File: src/rtl/correction_result_tx.sv
// Output framer: latches decode results on start and streams them as bytes over a valid/ready link.
// Optional trailing XOR checksum byte enabled by defining CORRECTION_RESULT_TX_CHECKSUM_EN.
module correction_result_tx #(
    parameter int GRID_WIDTH_X = 6,
    parameter int GRID_WIDTH_Z = 2,
    parameter int GRID_WIDTH_U = 5,
    parameter int NUM_CONTEXTS = 1,
    localparam int NS         = (GRID_WIDTH_X - 1) * GRID_WIDTH_Z,
    localparam int EW         = NS + 1,
    localparam int UD         = GRID_WIDTH_X * GRID_WIDTH_Z,
    localparam int CPR        = NS + EW + UD,
    localparam int CBPR       = (CPR + 7) >> 3,
    localparam int ROUNDS     = ((GRID_WIDTH_U + NUM_CONTEXTS - 1) / NUM_CONTEXTS) * NUM_CONTEXTS,
    localparam int CORR_BYTES = CBPR * ROUNDS
) (
    input  logic                    clk,
    input  logic                    reset,
    input  logic                    start,
    input  logic [15:0]             iteration_count,
    input  logic [31:0]             cycle_count,
    input  logic [CPR*ROUNDS-1:0]   corrections,
    output logic [7:0]              output_data,
    output logic                    output_valid,
    input  logic                    output_ready,
    output logic                    busy,
    output logic                    done
);

    localparam int CNT_W = (CORR_BYTES > 1) ? $clog2(CORR_BYTES) : 1;
    localparam logic [CNT_W-1:0] LAST_BYTE = CNT_W'(CORR_BYTES - 1);

`ifdef CORRECTION_RESULT_TX_CHECKSUM_EN
    typedef enum logic [2:0] {IDLE, ITER, CYC_HI, CYC_LO, CORR, CSUM} state_t;
`else
    typedef enum logic [2:0] {IDLE, ITER, CYC_HI, CYC_LO, CORR} state_t;
`endif

    state_t                       state, state_nxt;
    logic [CNT_W-1:0]             byte_cnt;
    logic [7:0]                   iter_byte;
    logic [15:0]                  cyc_word;
    logic [CORR_BYTES-1:0][7:0]   corr_bytes;
    logic [CORR_BYTES*8-1:0]      corr_pad;
    logic                         xfer;
    logic                         frame_end;

    // Each round is widened to a whole number of bytes, pad bits forced to zero.
    for (genvar r = 0; r < ROUNDS; r++) begin : g_round
        assign corr_pad[r*CBPR*8 +: CPR] = corrections[r*CPR +: CPR];
        if (CBPR*8 > CPR) begin : g_pad
            assign corr_pad[r*CBPR*8+CPR +: CBPR*8-CPR] = '0;
        end
    end

    assign xfer         = output_valid && output_ready;
    assign output_valid = (state != IDLE);
    assign busy         = (state != IDLE);

`ifdef CORRECTION_RESULT_TX_CHECKSUM_EN
    logic [7:0] csum;
    assign frame_end = (state == CSUM) && xfer;
`else
    assign frame_end = (state == CORR) && (byte_cnt == LAST_BYTE) && xfer;
`endif

    always_ff @(posedge clk) begin
        if (reset) begin
            state      <= IDLE;
            byte_cnt   <= '0;
            done       <= 1'b0;
            iter_byte  <= '0;
            cyc_word   <= '0;
            corr_bytes <= '0;
        end else begin
            state <= state_nxt;
            done  <= frame_end;
            if (state == IDLE && start) begin
                iter_byte  <= (iteration_count > 16'd255) ? 8'hFF : iteration_count[7:0];
                cyc_word   <= (cycle_count > 32'd65535) ? 16'hFFFF : cycle_count[15:0];
                corr_bytes <= corr_pad;
                byte_cnt   <= '0;
            end else if (state == CORR && xfer) begin
                byte_cnt <= (byte_cnt == LAST_BYTE) ? '0 : byte_cnt + 1'b1;
            end
        end
    end

`ifdef CORRECTION_RESULT_TX_CHECKSUM_EN
    // Running XOR of every byte already handed downstream.
    always_ff @(posedge clk) begin
        if (reset)
            csum <= '0;
        else if (state == IDLE && start)
            csum <= '0;
        else if (xfer)
            csum <= csum ^ output_data;
    end
`endif

    always_comb begin
        state_nxt   = state;
        output_data = 8'h00;
        case (state)
            IDLE: begin
                if (start) state_nxt = ITER;
            end
            ITER: begin
                output_data = iter_byte;
                if (xfer) state_nxt = CYC_HI;
            end
            CYC_HI: begin
                output_data = cyc_word[15:8];
                if (xfer) state_nxt = CYC_LO;
            end
            CYC_LO: begin
                output_data = cyc_word[7:0];
                if (xfer) state_nxt = CORR;
            end
            CORR: begin
                output_data = corr_bytes[byte_cnt];
                if (xfer && byte_cnt == LAST_BYTE) begin
`ifdef CORRECTION_RESULT_TX_CHECKSUM_EN
                    state_nxt = CSUM;
`else
                    state_nxt = IDLE;
`endif
                end
            end
`ifdef CORRECTION_RESULT_TX_CHECKSUM_EN
            CSUM: begin
                output_data = csum;
                if (xfer) state_nxt = IDLE;
            end
`endif
            default: state_nxt = IDLE;
        endcase
    end

endmodule
File: config.mk
export PLATFORM = sky130hd
export DESIGN_NAME = correction_result_tx
export DESIGN_NICKNAME = d
export VERILOG_FILES = /design/src/rtl/correction_result_tx.sv
export SDC_FILE = /design/constraint.sdc
export NUM_CORES = 1
export LEC_CHECK = 0
export CELL_PAD_IN_SITES_DETAIL_PLACEMENT = 0
export CELL_PAD_IN_SITES_GLOBAL_PLACEMENT = 1
export CORE_MARGIN = 5
export CORE_UTILIZATION = 25
export CTS_BUF_LIST = sky130_fd_sc_hd__clkbuf_16
export CTS_CLUSTER_SIZE = 40
export DETAILED_ROUTE_END_ITERATION = 7
export GPL_TIMING_DRIVEN = 0
export PLACE_DENSITY = 0.64
export SLEW_MARGIN = 20
export SYNTH_ARGS = -nofsm -noshare
export SYNTH_HDL_FRONTEND = slang
export SYNTH_SLANG_ARGS = --single-unit
export TNS_END_PERCENT = 30
File: constraint.sdc
create_clock -name clk -period 1.66 [get_ports clk]
set_clock_uncertainty 0.1 [all_clocks]
set_input_delay 0.166 -clock clk [delete_from_list [all_inputs] [get_ports clk]]
set_output_delay 0.166 -clock clk [all_outputs]
set_load 0.01 [all_outputs]
# Yosys cells after proc, flatten, opt, wreduce, memory -nomap -nowiden
# Index checks and enable logic that the tools add are counted.
[totals] register_bits=198 input_bits=217 output_inout_bits=11 elab_cells=66
[op_classes] n_addsub=1 order_cmp=3 n_eq_ne=10 mux=12 reduce_logical=10
[ops] cell="8-bit binary-select mux with 5-bit select" n=1
[ops] cell="32-bit by 16-bit greater-than comparator with 1-bit output, second input constant" n=1
[ops] cell="8-bit one-hot mux with 4 select lines" n=1
[ops] cell="16-bit by 8-bit greater-than comparator with 1-bit output, second input constant" n=1
[ops] cell="16-bit 2-to-1 mux" n=1
[ops] cell="8-bit 2-to-1 mux" n=2
[ops] cell="3-bit 2-to-1 mux" n=5
[ops] cell="3-bit one-hot mux with 5 select lines" n=1
[ops] cell="2-bit != test, second input constant" n=4
[ops] cell="3-bit by 2-bit equality test with 1-bit output, second input constant" n=2
[ops] cell="1-bit logical AND" n=6
[ops] cell="5-bit by 6-bit less-than comparator with 1-bit output, second input constant" n=1
[ops] cell="5-bit by 1-bit adder with 5-bit output, second input constant" n=1
[ops] cell="5-bit equality test, second input constant" n=1
[ops] cell="5-bit 2-to-1 mux" n=1
[ops] cell="5-bit AND reduction" n=1
[ops] cell="3-bit by 1-bit equality test with 1-bit output, second input constant" n=1
[ops] cell="3-bit equality test, second input constant" n=1
[ops] cell="3-bit logical NOT" n=1
[ops] cell="3-bit nonzero test" n=1
[ops] cell="2-bit by 1-bit != test with 1-bit output, second input constant" n=1
[ops] cell="2-bit OR reduction" n=1

# Longest topological paths before layout
# Gate-level depths: netlist (run 1).
[depth] depth_word=5 ltp_mapped=10 mapped_depth_nobuf=6

# Worst setup path before layout (run 1)
# No wires, ideal clock.
[synth_timing] path_type="reg2out" startpoint="reg byte_cnt[1]" endpoint="out output_data[0]" t_arrival_ps=1604 required_time_ps=1394 slack_ps=-210 path_stages_with_launch=7 n_path_buf=2 cell_sequence="dfxtp_1 -> buf_6 -> buf_12 -> mux2i_1 -> mux4_2 -> and3_1 -> o32ai_2"
[synth_via] elab_chain_cells=3
[synth_rtl] element="start, declared" line="39" text="logic [CNT_W-1:0] byte_cnt;"
[synth_rtl] element="start signal, assigned" line="83" text="byte_cnt <= (byte_cnt == LAST_BYTE) ? '0 : byte_cnt + 1'b1;"
[synth_rtl] element="8-bit binary-select mux with 5-bit select" line="120" text="output_data = corr_bytes[byte_cnt];"
[synth_rtl] element="8-bit 2-to-1 mux (implied by the code)" line="120"
[synth_rtl] element="8-bit one-hot mux with 4 select lines" line="103" text="case (state)"
[synth_rtl] element="end, declared" line="22" text="output logic [7:0] output_data,"
# Every way passes these cells. The select of a mux whose other input is x is not followed.

# Worst setup path after layout (run 1)
[layout_timing] startpoint="reg byte_cnt[1]" endpoint="out output_data[3]"
# Same word-level chain as after synthesis.

==> flow_results.org, run 1 <==
** Outcome
- Run status :: finished, violations left
- The final reports fail on setup timing.

** Clocking
- For this design, the sink count on the clock tree is approximately 200.
- Clk Latency, worst-skew pair :: approximately 0.43 ns
- After clock tree synthesis, the clock-pin slew on the worst setup and hold paths is 0.07 ns.
- Number of buffers created by CTS :: 17
- Buffers inserted to repair hold after CTS numbered 0.
- TritonCTS built the clock tree.
- Clock Tree Buf Depth :: 2
- The root buffer cell chosen for the clock tree is sky130_fd_sc_hd__clkbuf_16.
- H-tree level count :: 4

** Finish
- Number of standard cells in the final layout excluding fillers :: between 1500 and 2000
- Share of the core filled with cells in the final layout :: 0.393
- Most common cell after layout, fill and taps aside :: sky130_fd_sc_hd__nand2_1
- Most frequent cells in the layout :: sky130_fd_sc_hd__nand2_1 (343), sky130_fd_sc_hd__clkdlybuf4s50_1 (214), sky130_fd_sc_hd__dfxtp_1 (194)
- Area grow syn2layout :: 55.3%
- Total number of nets in the final design :: around 1600
- Storage cell area :: 0.00398 mm²
- Ratio of cells with drive above 1 in the final layout :: 0.196
- Summing all multi-input logic gate instances after layout gives 0.00484 mm².
- The layout has ~3600 filler cells.
- Number of inserted diodes :: 0

** Place
- RePlAce Congestion :: 0.861
- Placed Cells incl. Taps :: between 1500 and 2000
- During placement, the flow inserted port buffers numbering about 230.
- Post-DP HPWL :: 26.3 mm
- Timing analysis after detailed placement gives a worst setup slack of -1.17 ns.

** Global route
- The via count of the first global-routing pass came to between 8000 and 9000.
- Global router's overall resource usage :: 0.172
- For this run the aggregate overflow at the end of global routing stands at 0.
- The number of antenna violations at the first check in global routing came to 3.
- Entering global routing, the biggest net connects 19 pins.
- Wire length of the first global-routing pass :: roughly 51 mm

** Worst setup path
- On the critical path the largest part of the delay comes from buffers and inverters.
- Of all nets on the critical path, the largest fanout is 8.
- Largest incremental delay on the critical path :: 0.46 ns
- Traced cell by cell, the critical path runs through buf_12 > buf_4 > mux2_2 > a221oi_1 > or3_1 > o211ai_1 > buf_2.
- Crit path kind :: reg -> out
- CP endpoint kind :: output pin
- At the worst endpoint, the arrival time is between 2 and 2.5 ns.
- Critical path launch point type :: flip-flop
- The critical path contains buffers and inverters numbering 3 combined.
- Endpoint required time on the critical path :: between 1 and 1.5 ns
- Slowest-stage cell, CP :: sky130_fd_sc_hd__dfxtp_4

** STA
- Setup violations remaining at the end of the flow were counted as 172.
- In the finished design, the share of the clock period the worst path needs comes to 1.60.
- At the pin with the least slew margin, the transition time is 0.706 ns.
- The number of slew-limit violations in the final report came to 0.
- In the post-route analysis, the smallest setup slack over all paths is -0.989 ns.
- Final worst hold slack :: around 0.17 ns
- The routed design could run at a clock period as short as between 2 and 3 ns.
- In the final timing run, aggregate negative setup slack is -17.67 ns.
- Measured against its own limit, the worst slew margin works out to 0.530.
- Setup repair after global routing could not meet its margin everywhere.
- Highest achievable clock rate :: about 380 MHz
- The hold violation total from the final report came to 0.

** Yosys
- Share of the synthesized area in the top cell type :: 0.455
- Warnings from Yosys :: 0
- Synth Area per Inst :: about 8.1 µm²
- Of all cell types, the one taking the most synthesized area is sky130_fd_sc_hd__dfxtp_1.
- In this run, synthesis inferred 0 flip-flops with an integrated enable.
- Async set-reset flop share out of synthesis :: 0
- Counting every instance in the synthesized netlist gives roughly 1100.
- After synthesis the netlist holds a flip-flop and latch count of around 200.
- When the netlist entered floorplanning its net count stood at roughly 1300.
- The share of the Yosys chip area taken by registers is 0.455.
- Among all flip-flop cells after synthesis, the most frequent one is sky130_fd_sc_hd__dfxtp_1.
- Counting distinct cell types in the post-synthesis netlist gives 47.
- By area the synthesized netlist is led by sky130_fd_sc_hd__dfxtp_1 (45%), sky130_fd_sc_hd__nand2_1 (15%), sky130_fd_sc_hd__a21oi_1 (9.8%).
- In this run the cell area of the synthesized design comes to roughly 0.0087 mm².

** Pwr
- For this design the static power due to leakage is ~5 nW.
- IR analysis of the VDD net gives a maximum drop of 0.000685 V.
- For this design the ratio of total power to cell area is between 800 and 900 mW/mm².

** Drt
- Detailed-route vias per instance :: 4.69
- Wires add up to about 35 mm.
- First-pass DRT Iterations :: 4
- Detailed Route Iter0 Violations :: 370
- Routed length per instance :: between 15 and 20 µm
- DRC violations left :: 0
- In this run the remaining antenna-violating nets after routing total 0.
- Number of vias in the routed layout :: roughly 8500

** Floorplan
- Initial cell density of the core :: 0.253
- Measured along the y axis, the die boundary spans 197 µm.
- During I/O placement, the number of pins put on the boundary was 228.
- The core region is approximately 0.034 mm².
- In this run the core area contains 68 standard-cell rows.
- The die covers around 0.039 mm².
- Width of the die :: 197 µm

** Flow run
- Maximum capacitance violations :: 0

** Min path
- Worst min-delay path category :: in -> reg
-- worst min-delay path, delay by kind of cell --
family | cells | cell delay, ns
buffers and inverters | 1 | 0.39
and+or+nand+nor | 1 | 0.05
AOI/OAI and AO/OA | 1 | 0.05
-- flip-flops by register name, summed over array words and instances (netlist names) --
signal and flops:
corr_bytes 165, cyc_word 16, iter_byte 8, byte_cnt 5, state 3, done 1
-- logic make-up (layout without fill, tap and decap cells) --
logic type | Yosys count | in the layout | synth area share
AO/OA/AOI/OAI | 221 | 221 | 0.148
buffers and inverters | 96 | 388 | 0.0528
flip-flops | 198 | 198 | 0.455
multiplexers | 77 | 77 | 0.114
AND/OR/NAND/NOR | 473 | 474 | 0.222
XOR/XNOR | 5 | 5 | 0.00502
adder cells (fa/ha/maj) | 2 | 2 | 0.00287
-- synth_stat cells, types with 3 or more instances --
library cell,number
sky130_fd_sc_hd__a22oi_1,3
sky130_fd_sc_hd__nand2_1,348
sky130_fd_sc_hd__inv_1,5
sky130_fd_sc_hd__nor2_1,48
sky130_fd_sc_hd__clkbuf_1,41
sky130_fd_sc_hd__o211ai_1,5
sky130_fd_sc_hd__mux2_1,6
sky130_fd_sc_hd__mux4_2,15
sky130_fd_sc_hd__nand3_1,4
sky130_fd_sc_hd__nor2b_1,3
sky130_fd_sc_hd__o32a_1,5
sky130_fd_sc_hd__dfxtp_1,198
sky130_fd_sc_hd__mux2i_1,30
sky130_fd_sc_hd__xnor2_1,4
sky130_fd_sc_hd__a21oi_1,171
sky130_fd_sc_hd__buf_4,5
sky130_fd_sc_hd__mux2_2,26
sky130_fd_sc_hd__buf_2,40
sky130_fd_sc_hd__o2bb2ai_1,5
sky130_fd_sc_hd__or3_1,5
sky130_fd_sc_hd__a221oi_1,21
sky130_fd_sc_hd__nor4_1,8
sky130_fd_sc_hd__nor3_1,44
sky130_fd_sc_hd__nand4_1,3
-- routing by layer --
| metal | GRT usage | up-vias | wire length, µm |
|---|---|---|---|
| met5 | 0 | - | 54 |
| li1 | - | 4244 | - |
| met4 | 0.0424 | 6 | 803 |
| met1 | 0.227 | 4022 | 15800 |
| met2 | 0.284 | 224 | 16500 |
| met3 | 0.0427 | 48 | 1910 |
-- layout make-up --
| type | count | share of cell area |
|---|---|---|
| repair buffers | 262 | 0.199 |
| flip-flops and latches | 198 | 0.294 |
| clock buffers | 17 | 0.0314 |
| inverters | 6 | 0.00185 |
| multi-input cells | 779 | 0.357 |
| plain buffers | 88 | 0.0649 |
| clock inverters | 15 | 0.0106 |
| well taps | 455 | 0.0420 |
-- power breakdown --
part,switching [mW],internal (mW)
Combinational,1.15,1.26
Clock,2.01,2.12
Sequential,0.220,5.11
-- timing repair --
action / 4_1_cts / 5_1_grt
cloned: 4 / 5
pin swaps: 30 / 26
buffers inserted: 21 / 8
endpoints found under the setup margin: 207 / 208
gates resized for setup: 201 / 103
-- final timing paths --
kind,slack [ns],endpoint,from,cells after the start
worst max register to register,-0.13,state[2],byte_cnt[1],9
worst min register to register,0.35,corr_bytes[182],corr_bytes[182],2
worst max-delay path,-0.99,output_data[3],byte_cnt[1],7
worst min-delay path,0.17,corr_bytes[82],corrections[68],3
-- stage by stage --
| stage | total power, mW | instance area, µm² |
|---|---|---|
| after floorplan | 6.37 | 8800 |
| after global placement | 7.41 | 11600 |
| after detailed placement | 7.43 | 11600 |
| after CTS | 11.8 | 13000 |
| after global routing | 12.4 | 13500 |
| final | 11.9 | 13500 |
Note: power is estimated with default switching activity, not from simulation.
==> run 2, diff against run 1 <==
- RECOVER_POWER: not set -> 50
==> run 2 against run 1 <==
Effect of this change: the run still ends with setup timing left; sequential cell count unchanged; utilization hardly changed; global-route usage stayed put; critical endpoint is now output_data[1].
==> flow_results.org, run 2 (synthesis results as in run 1) <==
** Outcome
- Run status: finished, violations left (unchanged).
- Violations in the final reports :: setup timing (unchanged)

** Clocking
- The CTS tree is yes (unchanged).
- The H-tree depth reported by CTS came to 4 (unchanged).
- Post-CTS clock slew at the launch and capture registers of the worst setup and hold paths :: 0.07 ns (about the same)
- The sink count of the clock tree is 198 (unchanged).
- The total CTS buffers was 17 (unchanged).
- The clock root buffer is sky130_fd_sc_hd__clkbuf_16 (unchanged).
- The clock latency on the worst-skew pair is 0.44 ns (was 0.43 ns).
- The number of buffers on the longest clock path came to 2 (unchanged).

** Place
- RePlAce Congestion :: 0.861 (unchanged)
- Placed Cells incl. Taps :: 1753 (unchanged)
- The worst slack at placement is -1.17 ns (unchanged).
- PortBufs :: 226 (unchanged)
- Cell Area, Placed :: 0.0116 mm² (unchanged)
- Post-DP HPWL :: 26.3 mm (unchanged)

** Global route
- The global routing met3 resource utilization was 0.0427 (unchanged).
- The via count of the first global-routing pass is 8645 (unchanged).
- GR Layer Usage met1 :: 0.227 (unchanged)
- Maximum number of pins on one net before global-route repair :: 19 (unchanged)
- Total congestion overflow after global routing :: 0 (unchanged)
- Initial antenna violation count :: 3 (unchanged)
- Met2 usage in global routing :: 0.284 (unchanged)
- The total global-route track usage was 0.172 (unchanged).
- Wire length of the first global-routing pass :: 50.9 mm (unchanged)
- Global routing's busiest layer :: met2 (unchanged)

** Pwr
- The clock network fraction of total power came to 0.348 (about the same).
- The maximum resistive drop on vdd came to 0.000688 V (was 0.000685 V).
- PnR Total Power :: 11.9 mW (about the same)
- Proportion of power drawn by flip-flops and latches :: 0.449 (about the same)
- P per Cell Area :: 876 mW/mm² (about the same)
- The switching power share of the total is 0.285 (about the same).
- The combinational share of power is 0.203 (about the same).
- Design internal power :: 8.48 mW (about the same)
- Sw power :: 3.39 mW (about the same)
- Leak Pwr :: 4.93 nW (was 4.95 nW)

** Worst setup path
- The worst endpoint required time was 1.39 ns (about the same).
- The critical setup path kind was reg -> out (unchanged).
- Worst Path Max Fanout :: 8 (unchanged)
- The category of the worst setup path capture point is an output pin (unchanged).
- Critical path launch point type :: flip-flop (unchanged)
- The launch point of the worst reg-to-reg path was byte_cnt[1] (unchanged).
- The start point of the critical path is byte_cnt[1] (unchanged).
- Arrival @ worst endpoint :: 2.37 ns (was 2.38 ns)

** Floorplan
- Placeable core area :: 0.0345 mm² (unchanged)
- # rows :: 68 (unchanged)
- The die outline height came to 197 µm (unchanged).
- I/O pin total :: 228 (unchanged)
- Initial cell density of the core :: 0.253 (unchanged)
- Overall die area :: 0.0387 mm² (unchanged)
- The die boundary width came to 197 µm (unchanged).

** STA
- The post-layout minimum cycle time is 2.64 ns (was 2.65 ns).
- Worst slew margin relative to its limit :: 0.527 (was 0.530)
- Final Slew Violations :: 0 (unchanged)
- Worst Slack Setup Final :: -0.980 ns (was -0.989 ns)
- The highest clock frequency the design can meet came to 379 MHz (was 378 MHz).
- Setup repair after global routing missed its margin :: true (unchanged)
- Final hold vios :: 0 (unchanged)
- Setup-violating endpoint count in the final report :: 174 (was 172)
- The transition time of the tightest slew-check pin is 0.710 ns (was 0.706 ns).
- Post-route fraction of the period consumed by the critical path :: 1.59 (was 1.60)

** Finish
- The post-layout instance count excluding filler cells was 1820 (unchanged).
- The final antenna diode count is 0 (unchanged).
- Most frequent cells in the layout: sky130_fd_sc_hd__nand2_1 (343), sky130_fd_sc_hd__clkdlybuf4s50_1 (214), sky130_fd_sc_hd__dfxtp_1 (194) (unchanged).
- The filler cell count in the final layout came to 3588 (was 3586).
- The ratio of cells with drive above 1 in the final layout is 0.196 (unchanged).
- The most frequent standard cell in the layout excluding fill and tap cells is sky130_fd_sc_hd__nand2_1 (unchanged).
- The utilization after layout is 0.393 (about the same).
- The area taken by multi-input logic gates was 0.00484 mm² (unchanged).
- Flip-flop count of the largest register, all copies and words added :: 165 (unchanged)
- Area grow syn2layout :: 55.3% (about the same)
- The combined flip-flop and latch cell area is 0.00398 mm² (unchanged).
- The final instance area is 0.0135 mm² (about the same).
- The register name with the most flops is corr_bytes (unchanged).
- Registers with the most flip-flops :: corr_bytes: 165 flops, cyc_word: 16 flops, iter_byte: 8 flops (unchanged)
- The count of nets after finishing was 1571 (unchanged).

** Min path
- Worst min-delay path category :: in -> reg (unchanged)
- The beginning of the worst hold path is corrections[68] (unchanged).

** Flow run
- Maximum capacitance violations :: 0 (unchanged)

** Drt
- Routed length per instance :: 19.2 µm (was 19.3 µm)
- DRC violations left :: 0 (unchanged)
- The residual antenna-violating net count after detailed routing was 0 (unchanged).
- The average via count per standard cell was 4.68 (was 4.69).
- Sum of routed wire length over all layers :: 35.0 mm (was 35.1 mm)
- First-pass DRT Iterations :: 4 (unchanged)
- Number of vias in the routed layout :: 8513 (was 8544)
- The violation count after the first detailed-route iteration came to 381 (was 370).
==> run 2: power by group through the flow <==
stage / logic (mW) / registers [mW] / clock network (mW)
after floorplan: 1.02 / 5.35 / 0
after global placement: 1.99 / 5.41 / 0
after detailed placement: 2.01 / 5.42 / 0
after CTS: 2.23 / 5.33 / 4.22
after global routing: 2.61 / 5.38 / 4.40
final: 2.41 / 5.33 / 4.13
==> run 2: final timing paths <==
kind | to | slack (ns) | cells past startpoint
hold reg to reg | corr_bytes[182] | 0.35 | 2
hold / removal | corr_bytes[82] | 0.17 | 3
setup reg to reg | state[2] | -0.13 | 9
setup / recovery | output_data[1] | -0.98 | 6
==> run 2: timing repair <==
action | CTS | global route
setup buffers | 21 | 8
gates cloned | 4 | 5
hold buffers | 0 | 0
resized for setup | 201 | 103
setup endpoints to repair | 207 | 208
pin swaps | 30 | 26
==> run 2: metal layers <==
metal / vias up / routed length (µm)
li1: 4239 / -
met4: 6 / 785
met5: - / 54
met1: 4000 / 15800
met3: 47 / 1870
met2: 221 / 16500
==> run 2: stage by stage <==
| stage | setup TNS [ns] | hold slack, ns |
|---|---|---|
| floorplan | -0.720 | 0.202 |
| global placement | -156.69 | 0.340 |
| detailed placement | -163.12 | 0.344 |
| CTS | -17.12 | 0.155 |
| global route | -31.54 | 0.169 |
| finish | -17.43 | 0.173 |
==> run 2: layout make-up <==
cell class | count | share of cell area
Clock inverter | 15 | 0.0106
Timing Repair Buffer | 262 | 0.198
Clock buffer | 17 | 0.0314
Inverter | 6 | 0.00185
Tap cell | 455 | 0.0420
Sequential cell | 198 | 0.294
Multi-Input combinational cell | 779 | 0.357
Buffer | 88 | 0.0650
==> run 2: worst max-delay path, stage by stage (launching register included) <==
cell                       delay (ns)
sky130_fd_sc_hd__dfxtp_4         0.46
sky130_fd_sc_hd__buf_12          0.17
sky130_fd_sc_hd__mux2_1          0.33
sky130_fd_sc_hd__a221oi_2        0.32
sky130_fd_sc_hd__a21oi_1         0.07
sky130_fd_sc_hd__a311o_1         0.40
sky130_fd_sc_hd__buf_2           0.17
